<file path="config.mk">
export PLATFORM = sky130hd
export DESIGN_NAME = cnt_step_decoder
export DESIGN_NICKNAME = d
export VERILOG_FILES = /design/src/rtl/cnt_step_decoder.sv
export SDC_FILE = /design/constraint.sdc
export NUM_CORES = 1
export LEC_CHECK = 0
export CORE_MARGIN = 5
export CORE_UTILIZATION = 30
export DETAILED_ROUTE_END_ITERATION = 8
export HOLD_SLACK_MARGIN = 0.06
export PLACE_DENSITY = 0.59
export SYNTH_ARGS = -nofsm -noshare
export SYNTH_HDL_FRONTEND = slang
export SYNTH_SLANG_ARGS = --single-unit
export TNS_END_PERCENT = 5
</file>
<file path="constraint.sdc">
create_clock -name clk -period 8.2 [get_ports clk]
set_input_delay 2.46 -clock clk [delete_from_list [all_inputs] [get_ports clk]]
set_output_delay 2.46 -clock clk [all_outputs]
set_load 0.005 [all_outputs]
</file>
<file path="src/rtl/cnt_step_decoder.sv">
// Receive-side decoder for a modulo counter's value stream: infers count direction and flags wraps, holds and illegal steps.
// Optional range check on cnt_in enabled by defining CNT_DEC_RANGE_CHK_EN.
module cnt_step_decoder #(
  parameter int W     = 10,
  parameter int MOD   = 1000,
  parameter int ERR_W = 8
) (
  input  logic             clk,
  input  logic             rst_n,
  input  logic             cnt_vld,
  input  logic [W-1:0]     cnt_in,
  input  logic             clr_err,
  output logic             locked,
  output logic             dir_up,
  output logic             hold,
  output logic             wrap,
  output logic             dir_chg,
  output logic             step_err,
  output logic [ERR_W-1:0] err_cnt,
  output logic             range_err
);

  typedef enum logic [1:0] {IDLE, SYNC, UP, DOWN} state_t;

  localparam logic [W-1:0] LAST  = W'(MOD - 1);
  localparam logic [W:0]   MOD_X = (W + 1)'(MOD);

  state_t           state_q, state_d;
  logic [W-1:0]     prev_q, prev_d;
  logic             hold_q, hold_d;
  logic             wrap_q, wrap_d;
  logic             dir_chg_q, dir_chg_d;
  logic             step_err_q, step_err_d;
  logic             range_err_q, range_err_d;
  logic [ERR_W-1:0] err_cnt_q, err_cnt_d;

  logic [W:0] inc_v, dec_v;
  logic       fwd, bwd, same, wrap_step, out_of_range, err_event;

  // Neighbours are computed one bit wider so an out-of-range prev cannot alias via overflow.
  always_comb begin
    inc_v     = (prev_q == LAST) ? '0 : {1'b0, prev_q} + 1'b1;
    dec_v     = (prev_q == '0) ? {1'b0, LAST} : {1'b0, prev_q} - 1'b1;
    fwd       = (inc_v == {1'b0, cnt_in});
    bwd       = (dec_v == {1'b0, cnt_in});
    same      = (cnt_in == prev_q);
    wrap_step = ((prev_q == LAST) && (cnt_in == '0)) ||
                ((prev_q == '0) && (cnt_in == LAST));
`ifdef CNT_DEC_RANGE_CHK_EN
    out_of_range = ({1'b0, cnt_in} >= MOD_X);
`else
    out_of_range = 1'b0;
`endif
  end

  always_comb begin
    state_d     = state_q;
    prev_d      = prev_q;
    hold_d      = 1'b0;
    wrap_d      = 1'b0;
    dir_chg_d   = 1'b0;
    step_err_d  = 1'b0;
    range_err_d = 1'b0;
    if (cnt_vld) begin
      if (out_of_range) begin
        range_err_d = 1'b1;
        step_err_d  = 1'b1;
        state_d     = SYNC;
      end else begin
        prev_d = cnt_in;
        unique case (state_q)
          IDLE: state_d = SYNC;
          SYNC: begin
            if (fwd) begin
              state_d = UP;
              wrap_d  = wrap_step;
            end else if (bwd) begin
              state_d = DOWN;
              wrap_d  = wrap_step;
            end else if (same) hold_d = 1'b1;
            else step_err_d = 1'b1;
          end
          UP: begin
            if (fwd) wrap_d = wrap_step;
            else if (bwd) begin
              state_d   = DOWN;
              dir_chg_d = 1'b1;
              wrap_d    = wrap_step;
            end else if (same) hold_d = 1'b1;
            else begin
              step_err_d = 1'b1;
              state_d    = SYNC;
            end
          end
          DOWN: begin
            if (bwd) wrap_d = wrap_step;
            else if (fwd) begin
              state_d   = UP;
              dir_chg_d = 1'b1;
              wrap_d    = wrap_step;
            end else if (same) hold_d = 1'b1;
            else begin
              step_err_d = 1'b1;
              state_d    = SYNC;
            end
          end
          default: state_d = IDLE;
        endcase
      end
    end
  end

  always_comb begin
    err_event = step_err_d;
    err_cnt_d = err_cnt_q;
    if (clr_err) err_cnt_d = '0;
    else if (err_event && (err_cnt_q != '1)) err_cnt_d = err_cnt_q + 1'b1;
  end

  always_ff @(posedge clk or negedge rst_n) begin
    if (!rst_n) begin
      state_q     <= IDLE;
      prev_q      <= '0;
      hold_q      <= 1'b0;
      wrap_q      <= 1'b0;
      dir_chg_q   <= 1'b0;
      step_err_q  <= 1'b0;
      range_err_q <= 1'b0;
      err_cnt_q   <= '0;
    end else begin
      state_q     <= state_d;
      prev_q      <= prev_d;
      hold_q      <= hold_d;
      wrap_q      <= wrap_d;
      dir_chg_q   <= dir_chg_d;
      step_err_q  <= step_err_d;
      range_err_q <= range_err_d;
      err_cnt_q   <= err_cnt_d;
    end
  end

  assign locked    = (state_q == UP) || (state_q == DOWN);
  assign dir_up    = (state_q == UP);
  assign hold      = hold_q;
  assign wrap      = wrap_q;
  assign dir_chg   = dir_chg_q;
  assign step_err  = step_err_q;
  assign err_cnt   = err_cnt_q;
  assign range_err = range_err_q;

endmodule
</file>
# --- Yosys cells after proc, flatten, opt, wreduce, memory -nomap -nowiden ---
# Cells that the tools add are included.
totals:
  ff_bits: 24
  latch_bits: 0
  ramBits: 0
  mem_bits_ro: 0
  out_inout_bits: 15
  wordCells: 71
  mem_count: 0
classes:
  add_sub_neg: 3
  n_mul: 0
  div: 0
  order_cmp: 0
  n_eq_ne: 12
  shifts: 0
  n_mux: 38
  bitwise_logic: 0
  n_reduce_logical: 11
op_table:
  columns: ["operator", "n"]
  rows:
  - ["$eq A11 B10 Y1", 2]
  - ["$mux W1", 22]
  - ["$mux W11", 2]
  - ["$eq A10 B10 Y1 const B", 2]
  - ["$logic_not A10 Y1", 2]
  - ["$mux W8", 2]
  - ["$mux W2", 7]
  - ["$add A10 B1 Y11 const B", 1]
  - ["$sub A10 B1 Y11 const B", 1]
  - ["$eq A10 B10 Y1", 1]
  - ["$add A8 B1 Y8 const B", 1]
  - ["$ne A8 B8 Y1 const B", 1]
  - ["$pmux W1 S2", 4]
  - ["$pmux W2 S4", 1]
  - ["$eq A2 B2 Y1 const B", 2]
  - ["$ne A2 B2 Y1 const B", 2]
  - ["$reduce_and A4 Y1", 1]
  - ["$logic_and A1 B1 Y1", 3]
  - ["$ne A3 B3 Y1 const B", 1]
  - ["$eq A2 B1 Y1 const B", 1]
  - ["$logic_not A2 Y1", 1]
  - ["$logic_or A1 B1 Y1", 2]
  - ["$reduce_bool A2 Y1", 1]
  - ["$reduce_or A2 Y1", 1]

# --- Depth between registers and ports, before layout ---
# Gate-level depths: netlist (run 1).
logic_depth:
  word_depth: 10
  depth_mapped: 12
  ltp_nobuf: 11

# --- Least setup slack after synthesis (run 1) ---
# Ideal clock, no wire load.
synth_timing:
  path_kind: "in2reg"
  startpoint: "input port cnt_in[5]"
  endpoint: "register err_cnt_q[5], in the netlist err_cnt[5]"
  setup_ns: 0.127
  t_arrival_ns: 4.358
  required_time_ns: 8.073
  setup_slack_ns: 3.714
  path_stages: 10
  path_buffers: 1
  cell_sequence: "clkbuf_1 -> nand2b_1 -> a21oi_1 -> or4_1 -> a21oi_1 -> and4_1 -> and3_1 -> nor2_4 -> nand4_1 -> mux2_1"
synth_via:
  elab_chain_cells: 8
  elab_cells_between_ends: 12
synth_lines:
  columns: ["item", "line_no", "rtl"]
  rows:
  - ["start: declaration", "11", "input logic [W-1:0] cnt_in,"]
  - ["$eq A10 B10 Y1", "46", "same = (cnt_in == prev_q);"]
  - ["$mux W1", "80, 89, 101", null]
  - ["$mux W1, on equally long branches", "97, 85", null]
  - ["$mux W1, on equally long branches", "96, 84", null]
  - ["$pmux W1 S2 *", "71", "unique case (state_q)"]
  - ["$mux W1 *", "64", "if (cnt_vld) begin"]
  - ["$logic_and A1 B1 Y1 *", "117", "else if (err_event && (err_cnt_q != '1)) err_cnt_d = err_cnt_q + 1'b1;"]
  - ["$reduce_bool A2 Y1 (no source line) *", null, null]
  - ["end signal: assignment", "138", "err_cnt_q <= err_cnt_d;"]
  - ["end: declaration", "35", "logic [ERR_W-1:0] err_cnt_q, err_cnt_d;"]
# Every way passes the cells marked *; elsewhere a longest branch is shown, timed or not.
# A chain may end at the register's enable or synchronous reset.

# --- Final worst setup path (run 1) ---
layout_timing:
  startpoint: "input port cnt_in[2]"
  endpoint: "register err_cnt_q[5], in the netlist err_cnt[5]"
# Same word-level chain as after synthesis.

==> results of run 1 <==
## layout by cell type, fill, tap and decap left out, drive strengths merged, types with 2 or more instances in the layout
cell type	instances
dfrtp	24
o211ai	5
a2bb2oi	2
nor3	8
nand2	21
a22oi	2
a31oi	6
nand3	11
xnor2	15
nor2	28
or4	3
ha	7
and2	3
o21ai	12
nor2b	5
nand2b	5
mux2	10
and4	4
and3	7
clkbuf	3
clkdlybuf4s50	27
a21oi	11
nor3b	5
nand4	5
a32oi	2
inv	8
xor2	13
a22o	2
nor4	5
o22ai	2
## metal layers
metal  global-route usage (%)  vias to the layer above
li1                         -                     1012
met1                     19.2                      996
met2                     21.6                       49
met3                     1.55                        4
met4                     2.69                        0
met5                        0                        -
## through the flow
step / std cells / setup slack, ps
global route: 385 / 3160
CTS: 385 / 3360
detailed placement: 381 / 3070
global placement: 381 / 3080
finish: 385 / 3320
floorplan: 277 / 3710
## registers in the layout, summed over array words and instances, names as in the netlist
name,cells
wrap,1
step_err,1
err_cnt,8
state_q,2
hold,1
dir_chg,1
prev_q,10
## synthesized netlist by cell type, types with 7 or more instances
| master | instances | area (µm²) |
|---|---|---|
| ha_1 | 7 | 87.6 |
| nor3_1 | 8 | 40.0 |
| a21oi_1 | 11 | 55.1 |
| clkbuf_1 | 15 | 56.3 |
| xor2_1 | 13 | 114 |
| inv_1 | 8 | 30.0 |
| mux2_2 | 7 | 78.8 |
| o21ai_0 | 11 | 55.1 |
| dfrtp_1 | 24 | 601 |
| nor2_1 | 27 | 101 |
| and3_1 | 7 | 43.8 |
| xnor2_1 | 15 | 131 |
| nand2_1 | 21 | 78.8 |
| nand3_1 | 11 | 55.1 |
## area by class of cell
cell class,instances,area [µm²],share of cell area [%]
Inverter,8,30.0,1.15
Sequential cell,24,601,22.9
Timing Repair Buffer,28,278,10.6
Clock buffer,3,41.3,1.58
Clock inverter,1,30.0,1.15
Tap cell,99,124,4.73
Multi-Input combinational cell,222,1510,57.8
## power by group through the flow
stage | Combinational (mW) | Clock, mW | Sequential, mW
floorplan | 0.140 | 0 | 0.147
global placement | 0.183 | 0 | 0.165
detailed placement | 0.185 | 0 | 0.165
CTS | 0.186 | 0.113 | 0.162
finish | 0.184 | 0.108 | 0.163
global route | 0.208 | 0.115 | 0.167
## critical path: stages
cell and delay (ps):
clkdlybuf4s50_1 540, xor2_1 310, xnor2_1 160, o211ai_1 100
a2111oi_0 410, and4_1 310, and3_1 250, nor2_4 80
nand4_1 100, mux2_1 330
## worst paths after layout
kind / cells after the start / end / start / slack (ps)
min in group asynchronous: 2 / err_cnt[5] / rst_n / 2540
worst max-delay path: 10 / err_cnt[5] / cnt_in[2] / 3320
worst max register to register: 11 / err_cnt[5] / prev_q[0] / 4550
worst min-delay path: 2 / err_cnt[4] / err_cnt[4] / 610
worst min register to register: 2 / err_cnt[4] / err_cnt[4] / 610
max in group asynchronous: 2 / err_cnt[2] / rst_n / 5420
## kinds of logic (layout without fill, tap and decap cells)
group | count (synthesis) | after routing | share of synthesized area [%]
other | 1 | 1 | 0.167
buffers and inverters | 31 | 40 | 5.80
AOI/OAI and AO/OA | 60 | 60 | 18.2
DFF | 24 | 24 | 26.8
adders and majority gates | 7 | 7 | 3.90
xor gates and xnor gates | 28 | 28 | 10.9
and+or+nand+nor | 115 | 115 | 28.6
muxes | 11 | 11 | 5.63
==> metrics.md, run 1 <==
| Metric | Value |
|---|---|
| Outcome | `complete, no violations` |
| Fin util | `36.1%` |
| Setup TNS | `0 ps` |
| # diodes | `0` |
| Min cycle time layout | `4880 ps` |
| #FFs+latches synth | `24` |
| Overflow after GRT | `0` |
| Fin crit share | `59.5%` |
| Hold_buf cts | `0` |
| Final setup viols | `0` |
| Post-CTS Setup Bufs | `0` |
| CTS Buf Count | `3` |
| Switching Share | `36.8%` |
| Netlist cell types | `63` |
| P_sw | `0.167 mW` |
| Max VDD drop | `0.0759 mV` |
| DP Area | `2550 µm²` |
| CP max FO | `4` |
| DR pass1 iterations | `4` |
| Global-route wire length before repair | `9.98 mm` |
| Tot Pwr | `0.455 mW` |
| P&R area growth vs syn | `16.6%` |
| Clock Tree Buf Depth | `2` |
| Antenna violations before repair | `0` |
| Slew Limit Fails | `0` |
| Wire length on met3 | `234 µm` |
| Mapped Area | `2240 µm²` |
| Die height | `96.5 µm` |
| Cells after synthesis | `277` |
| WHS | `605 ps` |
| IO Count | `29` |
| Ys async rst share | `100%` |
| Clock sink total | `24` |
| Rel. slew slack | `55.2%` |
| RSZ-0062 raised after global routing | `no` |
| Worst-path clk slew | `90 ps` |
| CP startpoint kind | `input pin` |
| Synthesized net count | `298` |
| Clk_skew | `4.97 ps` |
| Wl on met1 | `2.91 mm` |
| Htree depth | `1` |
| Max Used Layer | `met4` |
| Seq/Total Area, Yosys | `26.8%` |
| Lkg Pwr | `1.02 nW` |
| Clock power share | `23.8%` |
| Latest clock arrival within the worst-skew pair | `270 ps` |
| Metal2 WL | `2.77 mm` |
| Vias in the first global route | `1971` |
| Drt drc | `0` |
| Flop pwr share | `35.8%` |
| Initial DRC count | `166` |
| Detail-routed via count per cell | `5.35` |
| Die W | `96.5 µm` |
| Initial core utilization | `30.9%` |
| Layout Nets | `308` |
| Worst EP required | `8360 ps` |
| Largest net degree at the start of global routing | `25` |
| Max-Cap Viols | `0` |
| Final instance area | `2620 µm²` |
| Ys flop type | `dfrtp_1` |
| Syn Area/Cell | `8.10 µm²` |
| ANT nets after route | `0` |
| DIE AREA | `9310 µm²` |
| Number of port buffers | `27` |
| Critical Path AT | `5040 ps` |
| Routed vias | `2061` |
| Core footprint | `7250 µm²` |
| Placer Congestion | `0.901` |
| Comb power frac | `40.4%` |
| Worst Hold Class | `reg -> reg` |
| PwrDens | `174 nW/µm²` |
| Fin. Hold Viols | `0` |
| Worst Max-Slew Pin Slew | `671 ps` |
| Wire per inst | `15.5 µm` |
| Yosys warnings | `0` |
| Max Freq | `205 MHz` |
| Critical path capture point type | `register` |
| P_int | `0.287 mW` |
| Site row count | `31` |
| Filler Cell Count | `763` |
| GRT Util Overall | `13.4%` |
| WS Path Type | `in -> reg` |
| Aggregate routed wire length | `5.96 mm` |
| CTS tree | `yes` |
| HPWL after DPL | `4.47 mm` |
| Share of cells above drive strength 1 | `6.99%` |
| # resized after CTS | `0` |
| Root Buffer | `clkbuf_8` |
| Post-synth EDFFs | `0` |
(Power assumes the default switching activity.)
==> inputs of run 2 (changes only) <==
- PLACE_DENSITY: 0.59 -> 0.6
- clock period: 8.2 -> 4 ns (I/O delays scaled with it)
==> run 2 against run 1 <==
Net effect:
- clock skew fell by 2.7 ps
- sequential share of layout area fell by 0.58 points
- global-route usage fell by 0.40 points
- final cell count rose by 3.1%
- first-iteration DRC count rose by 46%
- critical path depth did not move
==> metrics.md, run 2 (synthesis gave the netlist of run 1 again) <==
| Metric | Value |
|---|---|
| Flop pwr share | `36.3% (+0.5 points)` |
| Post-CTS Setup Bufs | `0 (unchanged)` |
| Lkg Pwr | `1.07 nW (+4.8%)` |
| Overflow after GRT | `0 (unchanged)` |
| Antenna violations before repair | `0 (unchanged)` |
| Final setup viols | `0 (unchanged)` |
| Min cycle time layout | `3580 ps` |
| Global-route wire length before repair | `9.58 mm (-4.0%)` |
| Fin. Hold Viols | `0 (unchanged)` |
| CP startpoint kind | `input pin` |
| Worst Max-Slew Pin Slew | `643 ps (-28.6 ps)` |
| ANT nets after route | `0 (unchanged)` |
| Clock power share | `16.3% (-7.5 points)` |
| Met2 Use GR | `19.6% (-2.0 points)` |
| Worst hold path stage count | `2 (unchanged)` |
| Site row count | `31 (unchanged)` |
| Routed vias | `2083 (+1.1%)` |
| WHS Endpoint | `prev_q[1]` |
| Initial core utilization | `30.9% (unchanged)` |
| Die W | `96.5 µm (unchanged)` |
| Clock Tree Buf Depth | `2 (unchanged)` |
| Worst EP required | `4150 ps (-4210 ps)` |
| # resized after CTS | `0 (unchanged)` |
| Rel. slew slack | `57.1% (+1.9 points)` |
| Critical path capture point type | `register` |
| Worst r2r path cells | `11 (unchanged)` |
| Drt drc | `0 (unchanged)` |
| CTS tree | `yes` |
| RR Startpoint | `prev_q[0]` |
| Aggregate routed wire length | `5.84 mm (-2.1%)` |
| Crit path buf inv count | `1 (unchanged)` |
| Share of cells above drive strength 1 | `10.7% (+3.7 points)` |
| Slowest-stage cell, CP | `clkdlybuf4s50_1` |
| Htree depth | `1 (unchanged)` |
| Crit-path max cell delay | `550 ps (about the same)` |
| Wire per inst | `14.7 µm (-5.0%)` |
| Outcome | `complete, no violations` |
| IO Count | `29 (unchanged)` |
| Post-Layout Cell Count | `397 (+3.1%)` |
| CTS Buf Count | `3 (unchanged)` |
| Largest net degree at the start of global routing | `25 (unchanged)` |
| WS Path Type | `in -> reg` |
| Critical Path AT | `3740 ps (-1300 ps)` |
| Switching Share | `38.5% (+1.7 points)` |
| Max-Cap Viols | `0 (unchanged)` |
| CP cell instances | `clkdlybuf4s50_1, nand2b_1, a31oi_1, a221o_1, a2111oi_0, and4_1, and3_1, nor2_4, nand4_1, mux2_1` |
| Busiest grt layer | `met2` |
| Min-delay src | `prev_q[1]` |
| HPWL after DPL | `4.56 mm (+2.1%)` |
| Clk_skew | `2.25 ps (-2.72 ps)` |
| R2R setup slack | `500 ps (-4050 ps)` |
| P_int | `0.535 mW (+86%)` |
| Root Buffer | `clkbuf_8` |
| Worst-path clk slew | `80 ps (about the same)` |
| P&R area growth vs syn | `19.6%` |
| Fin crit share | `89.6%` |
| CP top delay family | `simple AND/OR/NAND/NOR gates` |
| Comb power frac | `47.4% (+7.0 points)` |
| Largest register FFs | `10 (unchanged)` |
| M3 GR Usage | `2.79% (+1.2 points)` |
| Clock sink total | `24 (unchanged)` |
| RSZ-0062 raised after global routing | `no` |
| P_sw | `0.334 mW (+100%)` |
| Tot Pwr | `0.869 mW (+91%)` |
| Fin util | `37.0% (+0.93 points)` |
| Worst Hold Class | `reg -> reg` |
| Hold_buf cts | `0 (unchanged)` |
| GRT Util Overall | `13.0% (-0.40 points)` |
| Placer Congestion | `0.910 (+1.0%)` |
| CP max FO | `7 (+3)` |
| DR pass1 iterations | `5 (+1)` |
| Reg with most FFs | `prev_q` |
| Core footprint | `7250 µm² (unchanged)` |
| Max VDD drop | `0.122 mV (+61%)` |
| Die height | `96.5 µm (unchanged)` |
| # diodes | `0 (unchanged)` |
| Layout Nets | `321 (+4.2%)` |
| Number of port buffers | `27 (unchanged)` |
| Setup TNS | `0 ps (unchanged)` |
| Initial DRC count | `242 (+46%)` |
| Slew Limit Fails | `0 (unchanged)` |
| Max Freq | `279 MHz` |
| PwrDens | `324 nW/µm² (+86%)` |
| Crit Reg-Reg Endpoint | `err_cnt[7]` |
| Placed Instances | `394 (+3.4%)` |
| Most frequent cells in the layout | `nor2_1 (27), clkdlybuf4s50_1 (27), dfrtp_1 (24)` |
| Detail-routed via count per cell | `5.25 (-2.0%)` |
| Vias in the first global route | `1957 (-0.71%)` |
| DIE AREA | `9310 µm² (unchanged)` |
| Latest clock arrival within the worst-skew pair | `260 ps (about the same)` |
| GR Layer Usage met1 | `18.3% (-0.99 points)` |
[run 2: worst max path at each step]
stage / start / endpoint / slack, ps / cells past startpoint
2_1_floorplan: cnt_in[5] / err_cnt[5] / 770 / 10
3_5_place_dp: cnt_in[2] / err_cnt[5] / 150 / 10
6_report: cnt_in[9] / err_cnt[5] / 420 / 10
3_3_place_gp: cnt_in[2] / err_cnt[5] / 200 / 10
5_1_grt: cnt_in[9] / err_cnt[5] / 240 / 10
4_1_cts: cnt_in[2] / err_cnt[5] / 430 / 10
[run 2: layout make-up]
class	count	area, µm²
fillers	768	4570
multi-input cells	222	1510
flip-flops and latches	24	601
repair buffers	41	375
well taps	99	124
clock buffers	3	41.3
inverters	8	30.0
[run 2: worst register-to-register path, cell delays in order, from the launching register on]
cell	delay (ps)
dfrtp_1	390
inv_1	70
ha_1	310
or4b_4	550
nor4b_2	510
nor3b_1	110
a2bb2oi_1	140
o21ai_1	170
a311oi_1	400
nand3_1	190
or2_1	260
mux2_4	290
[run 2: routing by layer]
metal | up-vias | routed length [µm]
met5 | - | 0
met4 | 0 | 99
met3 | 8 | 301
met2 | 58 | 2690
met1 | 980 | 2750
li1 | 1037 | -
[run 2: power by group through the flow]
stage          combinational, mW  clock, mW  sequential, mW
6_report                   0.412      0.141           0.316
5_1_grt                    0.453      0.155           0.323
4_1_cts                    0.412      0.147           0.316
3_5_place_dp               0.410          0           0.321
3_3_place_gp               0.408          0           0.320
2_1_floorplan              0.288          0           0.302
[run 2: stage by stage]
step,hold WS (ps),setup WS [ps],area (µm²)
finish,583,415,2690
global route,637,245,2690
detailed placement,577,149,2640
CTS,593,435,2690
global placement,570,200,2640
floorplan,543,774,2240
